## src/rtl/openofdm_rx_pkt_supervisor_pkg.sv

```systemverilog
// Shared types and helpers for the OFDM receive-attempt supervisor.
package openofdm_rx_pkt_supervisor_pkg;

  typedef enum logic [2:0] {
    SUP_IDLE,
    SUP_WAIT_LONG,
    SUP_WAIT_SIG,
    SUP_WAIT_PAYLOAD,
    SUP_RST_HOLD
  } sup_state_t;

  typedef enum logic [2:0] {
    CAUSE_NONE     = 3'd0,
    CAUSE_LONG_TMO = 3'd1,
    CAUSE_SIG_TMO  = 3'd2,
    CAUSE_SIG_BAD  = 3'd3,
    CAUSE_SYM_OVR  = 3'd4,
    CAUSE_HT_UNSUP = 3'd5
  } abort_cause_t;

  localparam logic [14:0] BUDGET_INIT = 15'h7FFF;

  // One extra bit so budget + margin cannot wrap past a saturated symbol count.
  function automatic logic sym_overrun(input logic [14:0] sym,
                                       input logic [14:0] budget,
                                       input int unsigned margin);
    return {1'b0, sym} > ({1'b0, budget} + 16'(margin));
  endfunction

endpackage

```

## src/rtl/openofdm_rx_pkt_supervisor_sat_counter.sv

```systemverilog
// Saturating statistics counter with synchronous clear taking priority over increment.
module sat_counter #(
  parameter int WIDTH = 16
) (
  input  logic             i_clk,
  input  logic             i_rst_n,
  input  logic             i_clr,
  input  logic             i_inc,
  output logic [WIDTH-1:0] o_cnt
);

  logic [WIDTH-1:0] r_cnt;

  always_ff @(posedge i_clk or negedge i_rst_n) begin
    if (!i_rst_n) begin
      r_cnt <= '0;
    end else if (i_clr) begin
      r_cnt <= '0;
    end else if (i_inc && (r_cnt != '1)) begin
      r_cnt <= r_cnt + 1'b1;
    end
  end

  assign o_cnt = r_cnt;

endmodule

```

## src/rtl/openofdm_rx_pkt_supervisor.sv

```systemverilog
// Receive-attempt supervisor: tracks preamble/SIGNAL/payload/FCS progress, aborts
// stalled or overrunning attempts with a timed receiver reset, and keeps packet statistics.
module openofdm_rx_pkt_supervisor
  import openofdm_rx_pkt_supervisor_pkg::*;
#(
  parameter int CNT_WIDTH  = 16,
  parameter int TMO_WIDTH  = 16,
  parameter int SYM_MARGIN = 2
) (
  input  logic                 s00_axi_aclk,
  input  logic                 s00_axi_aresetn,
  input  logic                 enable,
  input  logic                 sample_in_strobe,
  input  logic                 short_preamble_detected,
  input  logic                 long_preamble_detected,
  input  logic                 pkt_header_valid_strobe,
  input  logic                 pkt_header_valid,
  input  logic                 ht_unsupport,
  input  logic [14:0]          n_ofdm_sym,
  input  logic                 phy_len_valid,
  input  logic                 ofdm_symbol_eq_out_pulse,
  input  logic                 fcs_out_strobe,
  input  logic                 fcs_ok,
  input  logic [TMO_WIDTH-1:0] long_tmo_th,
  input  logic [TMO_WIDTH-1:0] sig_tmo_th,
  input  logic [3:0]           rst_hold_th,
  input  logic                 cnt_clear,
  output logic                 receiver_rst,
  output logic                 busy,
  output logic                 abort_strobe,
  output logic [2:0]           abort_cause,
  output logic [CNT_WIDTH-1:0] pkt_ok_cnt,
  output logic [CNT_WIDTH-1:0] pkt_fail_cnt,
  output logic [CNT_WIDTH-1:0] abort_cnt
);

  sup_state_t           r_state;
  logic [TMO_WIDTH-1:0] r_tmo;
  logic [14:0]          r_sym_cnt;
  logic [14:0]          r_budget;
  logic [3:0]           r_hold_cnt;
  logic                 r_receiver_rst;
  logic                 r_busy;
  logic                 r_abort_strobe;
  abort_cause_t         r_abort_cause;

  logic [TMO_WIDTH:0]   w_tmo_inc;
  logic [14:0]          w_sym_next;
  logic                 w_abort;
  abort_cause_t         w_cause;
  logic                 w_fcs_done;

  assign w_tmo_inc  = {1'b0, r_tmo} + (TMO_WIDTH + 1)'(1);
  assign w_sym_next = (ofdm_symbol_eq_out_pulse && (r_sym_cnt != '1)) ? r_sym_cnt + 15'd1
                                                                       : r_sym_cnt;

  // Timeout fires when this strobe brings the stage's strobe count to the threshold;
  // a threshold of 0 therefore fires on the very first strobe.
  always_comb begin
    w_abort    = 1'b0;
    w_cause    = CAUSE_NONE;
    w_fcs_done = 1'b0;
    if (enable) begin
      case (r_state)
        SUP_WAIT_LONG: begin
          if (!long_preamble_detected && sample_in_strobe &&
              (w_tmo_inc >= {1'b0, long_tmo_th})) begin
            w_abort = 1'b1;
            w_cause = CAUSE_LONG_TMO;
          end
        end
        SUP_WAIT_SIG: begin
          if (pkt_header_valid_strobe) begin
            if (!pkt_header_valid) begin
              w_abort = 1'b1;
              w_cause = CAUSE_SIG_BAD;
            end else if (ht_unsupport) begin
              w_abort = 1'b1;
              w_cause = CAUSE_HT_UNSUP;
            end
          end else if (sample_in_strobe && (w_tmo_inc >= {1'b0, sig_tmo_th})) begin
            w_abort = 1'b1;
            w_cause = CAUSE_SIG_TMO;
          end
        end
        SUP_WAIT_PAYLOAD: begin
          if (fcs_out_strobe) begin
            w_fcs_done = 1'b1;
          end else if (sym_overrun(w_sym_next, r_budget, SYM_MARGIN)) begin
            w_abort = 1'b1;
            w_cause = CAUSE_SYM_OVR;
          end
        end
        default: ;
      endcase
    end
  end

  always_ff @(posedge s00_axi_aclk or negedge s00_axi_aresetn) begin
    if (!s00_axi_aresetn) begin
      r_state        <= SUP_IDLE;
      r_tmo          <= '0;
      r_sym_cnt      <= '0;
      r_budget       <= BUDGET_INIT;
      r_hold_cnt     <= '0;
      r_receiver_rst <= 1'b0;
      r_busy         <= 1'b0;
      r_abort_strobe <= 1'b0;
      r_abort_cause  <= CAUSE_NONE;
    end else begin
      r_abort_strobe <= w_abort;
      if (w_abort) r_abort_cause <= w_cause;
      if (phy_len_valid) r_budget <= n_ofdm_sym;

      if (w_abort) begin
        r_state        <= SUP_RST_HOLD;
        r_receiver_rst <= 1'b1;
        r_busy         <= 1'b1;
        r_hold_cnt     <= '0;
      end else if (!enable && (r_state != SUP_RST_HOLD)) begin
        r_state <= SUP_IDLE;
        r_busy  <= 1'b0;
        if (r_state != SUP_IDLE) r_budget <= BUDGET_INIT;
      end else begin
        case (r_state)
          SUP_IDLE: begin
            if (short_preamble_detected) begin
              r_state <= SUP_WAIT_LONG;
              r_busy  <= 1'b1;
              r_tmo   <= '0;
            end
          end
          SUP_WAIT_LONG: begin
            if (long_preamble_detected) begin
              r_state <= SUP_WAIT_SIG;
              r_tmo   <= '0;
            end else if (sample_in_strobe) begin
              r_tmo <= w_tmo_inc[TMO_WIDTH-1:0];
            end
          end
          SUP_WAIT_SIG: begin
            // A header strobe reaching here was good; bad ones took the abort branch.
            if (pkt_header_valid_strobe) begin
              r_state   <= SUP_WAIT_PAYLOAD;
              r_sym_cnt <= '0;
            end else if (sample_in_strobe) begin
              r_tmo <= w_tmo_inc[TMO_WIDTH-1:0];
            end
          end
          SUP_WAIT_PAYLOAD: begin
            if (fcs_out_strobe) begin
              r_state  <= SUP_IDLE;
              r_busy   <= 1'b0;
              r_budget <= BUDGET_INIT;
            end else begin
              r_sym_cnt <= w_sym_next;
            end
          end
          SUP_RST_HOLD: begin
            if (r_hold_cnt == rst_hold_th) begin
              r_state        <= SUP_IDLE;
              r_receiver_rst <= 1'b0;
              r_busy         <= 1'b0;
              r_budget       <= BUDGET_INIT;
            end else begin
              r_hold_cnt <= r_hold_cnt + 4'd1;
            end
          end
          default: begin
            r_state <= SUP_IDLE;
            r_busy  <= 1'b0;
          end
        endcase
      end
    end
  end

  sat_counter #(.WIDTH(CNT_WIDTH)) u_pkt_ok_cnt (
    .i_clk   (s00_axi_aclk),
    .i_rst_n (s00_axi_aresetn),
    .i_clr   (cnt_clear),
    .i_inc   (w_fcs_done && fcs_ok),
    .o_cnt   (pkt_ok_cnt)
  );

  sat_counter #(.WIDTH(CNT_WIDTH)) u_pkt_fail_cnt (
    .i_clk   (s00_axi_aclk),
    .i_rst_n (s00_axi_aresetn),
    .i_clr   (cnt_clear),
    .i_inc   (w_fcs_done && !fcs_ok),
    .o_cnt   (pkt_fail_cnt)
  );

  sat_counter #(.WIDTH(CNT_WIDTH)) u_abort_cnt (
    .i_clk   (s00_axi_aclk),
    .i_rst_n (s00_axi_aresetn),
    .i_clr   (cnt_clear),
    .i_inc   (w_abort),
    .o_cnt   (abort_cnt)
  );

  assign receiver_rst = r_receiver_rst;
  assign busy         = r_busy;
  assign abort_strobe = r_abort_strobe;
  assign abort_cause  = r_abort_cause;

endmodule

```

## config.mk

```make
export PLATFORM = sky130hd
export DESIGN_NAME = openofdm_rx_pkt_supervisor
export DESIGN_NICKNAME = d
export VERILOG_FILES = /design/src/rtl/openofdm_rx_pkt_supervisor_pkg.sv /design/src/rtl/openofdm_rx_pkt_supervisor_sat_counter.sv /design/src/rtl/openofdm_rx_pkt_supervisor.sv
export SDC_FILE = /design/constraint.sdc
export NUM_CORES = 1
export LEC_CHECK = 0
export CORE_MARGIN = 2
export CORE_UTILIZATION = 35
export CTS_CLUSTER_SIZE = 8
export DETAILED_ROUTE_END_ITERATION = 8
export PLACE_DENSITY = 0.57
export RECOVER_POWER = 100
export SYNTH_ARGS = -nofsm -noshare
export SYNTH_HDL_FRONTEND = slang
export SYNTH_HIERARCHICAL = 1
export SYNTH_SLANG_ARGS = --single-unit
```

## constraint.sdc

```tcl
create_clock -name s00_axi_aclk -period 4.6 [get_ports s00_axi_aclk]
set_input_delay 0.92 -clock s00_axi_aclk [delete_from_list [all_inputs] [get_ports s00_axi_aclk]]
set_output_delay 0.92 -clock s00_axi_aclk [all_outputs]
set_load 0.05 [all_outputs]
```

# ---- Word-level counts from Yosys, hierarchy flattened
# Index checks and enable logic that the tools add are counted.
dict set report word_totals {
  regBits 107
  in_bits 65
  out_inout_bits 54
  word_cells 139
}
dict set report classes {
  addsub 7
  order_cmp 3
  eq_ne 22
  n_mux 64
  bitwise_logic 2
  n_reduce_logical 29
}
# op count
set ops {}
lappend ops {{16-bit two-way mux} 10}
lappend ops {{15-bit two-way mux} 9}
lappend ops {{15-bit case mux with 2 select lines} 2}
lappend ops {{16-bit by 1-bit adder with 16-bit output (second input constant)} 3}
lappend ops {{16-bit != test (second input constant)} 3}
lappend ops {{16-bit case mux with 3 select lines} 1}
lappend ops {{3-bit two-way mux} 13}
lappend ops {{17-bit by 16-bit greater-or-equal comparator with 1-bit output} 2}
lappend ops {{1-bit two-way mux} 20}
lappend ops {{4-bit by 3-bit != test with 1-bit output (second input constant)} 5}
lappend ops {{16-bit by 1-bit adder with 17-bit output (second input constant)} 1}
lappend ops {{15-bit by 2-bit adder with 16-bit output (second input constant)} 1}
lappend ops {{15-bit by 16-bit greater-than comparator with 1-bit output} 1}
lappend ops {{4-bit two-way mux} 4}
lappend ops {{15-bit by 1-bit adder with 15-bit output (second input constant)} 1}
lappend ops {{15-bit != test (second input constant)} 1}
lappend ops {{3-bit case mux with 5 select lines} 1}
lappend ops {{5-bit AND reduction} 3}
lappend ops {{2-bit nonzero test} 6}
lappend ops {{1-bit logical AND} 10}
lappend ops {{3-bit case mux with 3 select lines} 1}
lappend ops {{2-bit != test (second input constant)} 4}
lappend ops {{3-bit by 2-bit equality test with 1-bit output (second input constant)} 2}
lappend ops {{3-bit AND reduction} 2}
lappend ops {{other kinds (16)} 21}

# ---- Depth between registers and ports, before layout
# Gate-level depths: netlist of the first run.
dict set report depth {
  depth_word 11
  depth_mapped 22
  mapped_depth_nobuf 18
}

# ---- Modules after synthesis
# The synthesis of the first run kept the hierarchy.
# mod instances cells_each area_each_um2 seq_area_each_um2
set by_module_without_submodules {}
lappend by_module_without_submodules {openofdm_rx_pkt_supervisor 1 581 4893.4 1495.2}
lappend by_module_without_submodules {{sat_counter at u_abort_cnt ...} 2 98 942.2 400.4}
lappend by_module_without_submodules {{sat_counter at u_pkt_ok_cnt} 1 94 930.9 400.4}

# ---- Least setup slack after synthesis of the first run
# Ideal clock, no wire load.
dict set report synth_path {
  path_type {input port to flip-flop}
  startpoint {in ofdm_symbol_eq_out_pulse}
  endpoint {reg u_abort_cnt.r_cnt[3] (netlist: u_abort_cnt/o_cnt[3])}
  setup_time_ns 0.078
  t_arrival_ns 4.429
  t_required_ns 4.522
  setup_slack_ns 0.093
  cell_stages 17
  path_buffers 1
  cell_sequence {inv_1 -> a21oi_1 -> nand4_1 -> or3_1 -> nand2_1 -> ha_1 -> nand4_1 -> nor3_1 -> a21boi_0 -> nand4b_1 -> o311a_1 -> nor3_1 -> nor2_2 -> inv_1 -> clkbuf_1 -> or4_2 -> a21oi_1}
}
dict set report synth_between {
  elab_chain_len 9
}
# element line
set synth_lines {}
lappend synth_lines {{from (decl)} openofdm_rx_pkt_supervisor.sv:21} ;# input logic ofdm_symbol_eq_out_pulse,
lappend synth_lines {{1-bit logical AND} openofdm_rx_pkt_supervisor.sv:54} ;# assign w_sym_next = (ofdm_symbol_eq_out_pulse && (r_sym_cnt != '1)) ? r_sym_cnt + 15'd1
lappend synth_lines {{15-bit two-way mux} openofdm_rx_pkt_supervisor.sv:54}
lappend synth_lines {{15-bit by 16-bit greater-than comparator with 1-bit output} openofdm_rx_pkt_supervisor_pkg.sv:27} ;# return {1'b0, sym} > ({1'b0, budget} + 16'(margin));
lappend synth_lines {{1-bit two-way mux} openofdm_rx_pkt_supervisor.sv:89} ;# end else if (sym_overrun(w_sym_next, r_budget, SYM_MARGIN)) begin
lappend synth_lines {{1-bit two-way mux} openofdm_rx_pkt_supervisor.sv:87} ;# if (fcs_out_strobe) begin
lappend synth_lines {{1-bit case mux with 3 select lines} openofdm_rx_pkt_supervisor.sv:64} ;# case (r_state)
lappend synth_lines {{1-bit two-way mux} openofdm_rx_pkt_supervisor.sv:63} ;# if (enable) begin
lappend synth_lines {{via w_abort} openofdm_rx_pkt_supervisor.sv:49} ;# logic w_abort;
lappend synth_lines {{1-bit logical AND} openofdm_rx_pkt_supervisor_sat_counter.sv:19} ;# end else if (i_inc && (r_cnt != '1)) begin
lappend synth_lines {{2-bit nonzero test (no source line)} --}
lappend synth_lines {{to (signal assigned)} openofdm_rx_pkt_supervisor_sat_counter.sv:20} ;# r_cnt <= r_cnt + 1'b1;
lappend synth_lines {{to (decl)} openofdm_rx_pkt_supervisor_sat_counter.sv:12} ;# logic [WIDTH-1:0] r_cnt;
# The timed path passes the listed nets, and every way through them passes these cells.
# A chain may end at the register's enable or synchronous reset.

# ---- Worst setup path in the final report of the first run
dict set report layout_path {
  startpoint {in ofdm_symbol_eq_out_pulse}
  endpoint {reg u_abort_cnt.r_cnt[13] (netlist: u_abort_cnt/o_cnt[13])}
}
# The elaborated chain is that of the path after synthesis.

==> results of run 1 <==
-- layout make-up --
| type | instances | area, µm² | area share |
|---|---|---|---|
| multi-input combinational | 673 | 4660 | 0.480 |
| sequential | 107 | 2700 | 0.278 |
| timing repair buffer | 162 | 1480 | 0.153 |
| tap | 280 | 350 | 0.0361 |
| clock buffer | 9 | 225 | 0.0232 |
| inverter | 58 | 218 | 0.0224 |
| clock inverter | 7 | 73.8 | 0.00760 |
-- through the flow --
| stage | instances | total power, mW | hold slack [ns] |
|---|---|---|---|
| after detailed placement | 1280 | 1.62 | 0.465 |
| after global placement | 1280 | 1.61 | 0.471 |
| after CTS | 1296 | 2.45 | 0.495 |
| after global routing | 1296 | 2.56 | 0.532 |
| final | 1296 | 2.41 | 0.480 |
| after floorplan | 871 | 1.41 | 0.490 |
-- where the power goes --
part | switching, mW | internal (mW) | total (mW)
logic | 0.268 | 0.220 | 0.488
registers | 0.0807 | 1.02 | 1.10
clock network | 0.391 | 0.427 | 0.818
total | 0.739 | 1.67 | 2.41
-- cell families (layout without fill, tap and decap cells) --
| family | after synthesis | count (layout) | synth area share |
|---|---|---|---|
| buffers and inverters | 91 | 236 | 0.0482 |
| XOR/XNOR | 44 | 44 | 0.0500 |
| adder cells (fa/ha/maj) | 54 | 54 | 0.0876 |
| AND/OR/NAND/NOR | 332 | 332 | 0.248 |
| flip-flops | 107 | 107 | 0.350 |
| AO/OA/AOI/OAI | 210 | 210 | 0.171 |
| multiplexers | 33 | 33 | 0.0453 |
-- per-layer routing --
metal / routed length, µm / vias to the layer above
li1: - / 3488
met1: 9990 / 3330
met2: 9890 / 142
met3: 883 / 20
met4: 331 / 0
met5: 0 / -
-- worst paths after layout --
path,endpoint,start
max,u_abort_cnt/o_cnt[13],ofdm_symbol_eq_out_pulse
min,receiver_rst,receiver_rst
max reg2reg,u_abort_cnt/o_cnt[13],r_sym_cnt[1]
min reg2reg,receiver_rst,receiver_rst
max in group asynchronous,r_tmo[2],s00_axi_aresetn
min in group asynchronous,u_abort_cnt/o_cnt[10],s00_axi_aresetn
-- placed cells by master (no fill, tap or decap), types with 17 or more instances in the layout --
cell type        count
dfrtp_1             92
nand2_1             88
o21ai_0             62
clkdlybuf4s50_1     60
inv_1               57
a21oi_1             56
dlygate4sd3_1       56
ha_1                54
o31ai_1             41
nor2_1              34
nand3_1             33
buf_4               32
nand4_1             30
xnor2_1             22
xor2_1              22
mux2i_1             21
and3_1              17
-- registers in the layout, summed over array words and instances, names as in the netlist, 3 cells and up --
register and cells:
abort_cause 3, u_pkt_ok_cnt/o_cnt 16, r_state 3, r_budget 15
r_sym_cnt 15, u_abort_cnt/o_cnt 16, r_hold_cnt 4, u_pkt_fail_cnt/o_cnt 16
r_tmo 16
==> flow_metrics.tcl, run 1 <==
set metrics [dict create \
    status "complete, but fails checks" \
    violations "max-capacitance violations, max-slew violations" \
    rows 54 \
    p_leak_nw 4.41 \
    antenna_found_initial 0 \
    via_count 6980 \
    overflow 0 \
    post_cts_buffers 0 \
    io_pins 119 \
    setup_violations 0 \
    maxSlewViolCount 71 \
    path_cells "clkdlybuf4s50_1, inv_1, a2111o_1, or3_1, xnor2_1, ha_1, nand4_1, nor3_2, a21boi_0, nand4b_1, o311a_1, nor3_1, nor2_2, inv_2, buf_12, nor4_1, mux2_1" \
    r2r_cells 19 \
    maxCapViolCount 1 \
    clockBufferDepth 2 \
    synth_top_area_cell "dfrtp_1" \
    wl_per_cell_um 16.3 \
    whs_path_depth 1 \
    design.core.area_um2 21700 \
    hold_violations 0 \
    drive_gt1_frac 0.110 \
    fill_cells 2135 \
    synth.net_count 990 \
    hold_class "reg -> reg" \
    dr.pass1.iters 4 \
    setup.worst_path.end_class "flop" \
    routed_wl_um 21100 \
    period_needed_ns 4.39 \
    required_ns 4.84 \
    synthArstFlopShare 1.00 \
    syn_inst 871 \
    ys_seq_elements 107 \
    clkLatencyLatePin_ns 0.36 \
    grt_pass1_vias 6811 \
    crit_buf_inv 4 \
    gr-usage-met2 0.305 \
    ys_top_cells_by_count "dfrtp_1, nand2_1, inv_1" \
    synthDistinctLibCells 69 \
    seq_area_frac_synth 0.350 \
    gp_congestion 0.857 \
    arrival_ns 4.63 \
    maxSlewHeadroom -0.240 \
    r2r_setup_slack_ns 0.25 \
    worst_clock_skew_ns 0.00938 \
    cts_max_level 3 \
    peakVddDrop_uv 166 \
    ant_nets 0 \
    crit_cells 17 \
    max_freq_mhz 228 \
    clockRootBuffer "clkbuf_16" \
    synth_top_area_share 0.299 \
    fin_area_um2 9710 \
    grt_pass1_wl_um 35100 \
    synthToLayoutAreaGrowth_pct 25.9 \
    grtUsageMet1 0.241 \
    p_per_area_nw_per_um2 248 \
    cpMaxStageDelayCell "clkdlybuf4s50_1" \
    diodes 0 \
    clock_sink_count 107 \
    layout_setup_ws_ns 0.208 \
    syn_area_per_cell_um2 8.85 \
    cts_resized 0 \
    grt_max_degree 71 \
    start_kind "input port" \
    nets 1130 \
    grt_use_met3 0.0401 \
    die_x_um 152 \
    vias_per_cell 5.39 \
    ys_warn_count 6 \
    grt-busiest-layer "met2" \
    path_clk_slew_ns 0.07 \
    setup_tns_ns 0 \
    synth_most_common_cell "dfrtp_1" \
    cts_inserted_buffers 9 \
    synth_edf_count 0 \
    slowest_delay_ns 0.45 \
    die_h_um 152 \
    synth_ff_type "dfrtp_1" \
    critPathKind "in -> reg" \
    placed_area_um2 9450 \
    utilization 0.448 \
    fin_crit_sh 0.955 \
    initial_core_util 0.355 \
    drt_iter0_drc 386 \
    place_ws_ns -0.302 \
    tightestPinTransition_ns 1.86 \
    netlist_area_um2 7710 \
    rsz0062_at_grt "false" \
    synth.area.top_cells "dfrtp_1, ha_1, dfstp_2" \
    dieArea_um2 23200 \
    crit_family "simple AND/OR/NAND/NOR gates" \
    portBuffers 118 \
    track_usage 0.183 \
    drc 0 \
    cts-hold-fix-buffers 0 \
    hpwlAfterDp_um 15600 \
    crit_path_max_fanout 15 \
    cts_tree "yes" \
]
(Power assumes the default switching activity.)
==> run 2, diff against run 1 <==
--- a/config.mk
+++ b/config.mk
@@ -5,11 +5,13 @@
 export SDC_FILE = /design/constraint.sdc
 export NUM_CORES = 1
 export LEC_CHECK = 0
+export CELL_PAD_IN_SITES_DETAIL_PLACEMENT = 0
+export CELL_PAD_IN_SITES_GLOBAL_PLACEMENT = 1
 export CORE_MARGIN = 2
 export CORE_UTILIZATION = 35
 export CTS_CLUSTER_SIZE = 8
 export DETAILED_ROUTE_END_ITERATION = 8
-export PLACE_DENSITY = 0.57
+export PLACE_DENSITY = 0.69
 export RECOVER_POWER = 100
 export SYNTH_ARGS = -nofsm -noshare
 export SYNTH_HDL_FRONTEND = slang
==> constraint.sdc (replaced) <==
create_clock -name s00_axi_aclk -period 4.7 [get_ports s00_axi_aclk]
set_input_delay 0.94 -clock s00_axi_aclk [delete_from_list [all_inputs] [get_ports s00_axi_aclk]]
set_output_delay 0.94 -clock s00_axi_aclk [all_outputs]
set_load 0.05 [all_outputs]
==> run 2 against run 1 <==
The flow still finishes with violations (max-capacitance violations, max-slew violations). Largest power group unchanged. Core utilization is 0.28 points lower. Final cell count is 0.54% lower. Clock skew is 0.0027 ns higher. Largest cell class unchanged.
==> flow_metrics.tcl, run 2 (same netlist as run 1, synthesis figures left out) <==
set metrics [dict create \
    cts_resized 0 \
    fill_cells 2178 \
    die_h_um 152 \
    max_freq_mhz 225 \
    ant_nets 0 \
    gp_congestion 0.790 \
    cts_max_level 3 \
    vias_per_cell 5.41 \
    grt_max_degree 50 \
    worst_clock_skew_ns 0.0121 \
    portBuffers 118 \
    setup.worst_path.end_class "flop" \
    maxCapViolCount 1 \
    multi_input_area_um2 4650 \
    period_needed_ns 4.45 \
    diodes 0 \
    hpwlAfterDp_um 15700 \
    seq_area_um2 2700 \
    status "complete, but fails checks" \
    start_kind "input port" \
    synthToLayoutAreaGrowth_pct 25.2 \
    placed_area_um2 9380 \
    clock_sink_count 107 \
    hold_class "reg -> reg" \
    dr.pass1.iters 5 \
    cts-hold-fix-buffers 0 \
    clockRootBuffer "clkbuf_16" \
    hold_violations 0 \
    drive_gt1_frac 0.103 \
    path_clk_slew_ns 0.08 \
    final_cell_mix "dfrtp_1, nand2_1, o21ai_0" \
    clkLatencyLatePin_ns 0.36 \
    maxSlewHeadroom -0.825 \
    post_cts_buffers 0 \
    maxSlewViolCount 49 \
    clockBufferDepth 2 \
    crit_path_max_fanout 16 \
    drt_iter0_drc 382 \
    nets 1123 \
    dieArea_um2 23200 \
    placed_cells 1273 \
    die_x_um 152 \
    tightestPinTransition_ns 2.74 \
    p_per_area_nw_per_um2 239 \
    critPathKind "in -> reg" \
    initial_core_util 0.355 \
    overflow 0 \
    final_cells 1289 \
    via_count 6976 \
    arrival_ns 4.70 \
    final_common_cell "dfrtp_1" \
    grt_pass1_vias 6754 \
    peakVddDrop_uv 194 \
    violations "max-capacitance violations, max-slew violations" \
    setup_violations 0 \
    finalHoldWorstSlack_ns 0.488 \
    antenna_found_initial 1 \
    io_pins 119 \
    grt_pass1_wl_um 35100 \
    required_ns 4.95 \
    drc 0 \
    finalPower_mw 2.31 \
    track_usage 0.182 \
    fin_area_um2 9650 \
    design.core.area_um2 21700 \
    wl_per_cell_um 16.2 \
    cts_tree "yes" \
    fin_crit_sh 0.948 \
    p_leak_nw 4.35 \
    rows 54 \
    routed_wl_um 20900 \
    cts_inserted_buffers 9 \
]
run 2: cell types whose count changed in the layout (fill, tap and decap cells not counted), sizes merged:
cell,previous run,this run
bufinv,1,0
inv,61,62
dlymetal6s2s,1,0
clkbuf,20,22
clkinv,2,1
buf,34,27
run 2: where the power goes:
part	switching [mW]	internal (mW)
combinational	0.257	0.212
sequential	0.0812	1.00
clock	0.384	0.373
total	0.723	1.59
run 2: final cells by class:
cell class | count | share of cell area
Clock inverter | 6 | 0.00584
Clock buffer | 10 | 0.0237
Timing Repair Buffer | 155 | 0.149
Multi-Input combinational cell | 673 | 0.482
Sequential cell | 107 | 0.280
Inverter | 58 | 0.0226
Tap cell | 280 | 0.0363
run 2: critical path, stage by stage:
cell and delay (ns):
clkdlybuf4s50_1 0.46, inv_1 0.07, a2111o_1 0.30, clkbuf_1 0.15, nor2_1 0.16, nand2_1 0.11
xnor2_1 0.15, ha_1 0.30, nand2_1 0.08, nor3_2 0.20, a21boi_0 0.20, nand4b_1 0.15
o311a_1 0.21, nor3_1 0.08, nor2_2 0.16, inv_1 0.12, buf_12 0.17, nor4_2 0.34
mux2_1 0.35
run 2: metrics by stage:
step | worst slack (ns) | util | setup TNS, ns
final | 0.246 | 0.445 | 0
after floorplan | 0.173 | - | 0
after global placement | -0.0458 | 0.433 | -0.116
after CTS | 0.246 | 0.446 | 0
after detailed placement | -0.124 | 0.433 | -0.797
after global routing | -0.00362 | 0.445 | -0.00529
run 2: path summary, 6_finish.rpt:
check | start | end | slack (ns) | depth (start not counted)
max | ofdm_symbol_eq_out_pulse | u_abort_cnt/o_cnt[13] | 0.25 | 19
min | receiver_rst | receiver_rst | 0.49 | 1
max reg2reg | r_tmo[0] | u_abort_cnt/o_cnt[13] | 0.33 | 20
min reg2reg | receiver_rst | receiver_rst | 0.49 | 1
max in group asynchronous | s00_axi_aresetn | r_sym_cnt[4] | 1.24 | 2
min in group asynchronous | s00_axi_aresetn | u_pkt_ok_cnt/o_cnt[10] | 1.43 | 1
run 2: metal layers:
metal  part of all wire  global-route usage
met5                  0                   0
met4              0.012              0.0441
met3              0.045              0.0356
met2               0.46               0.301
met1               0.48               0.247
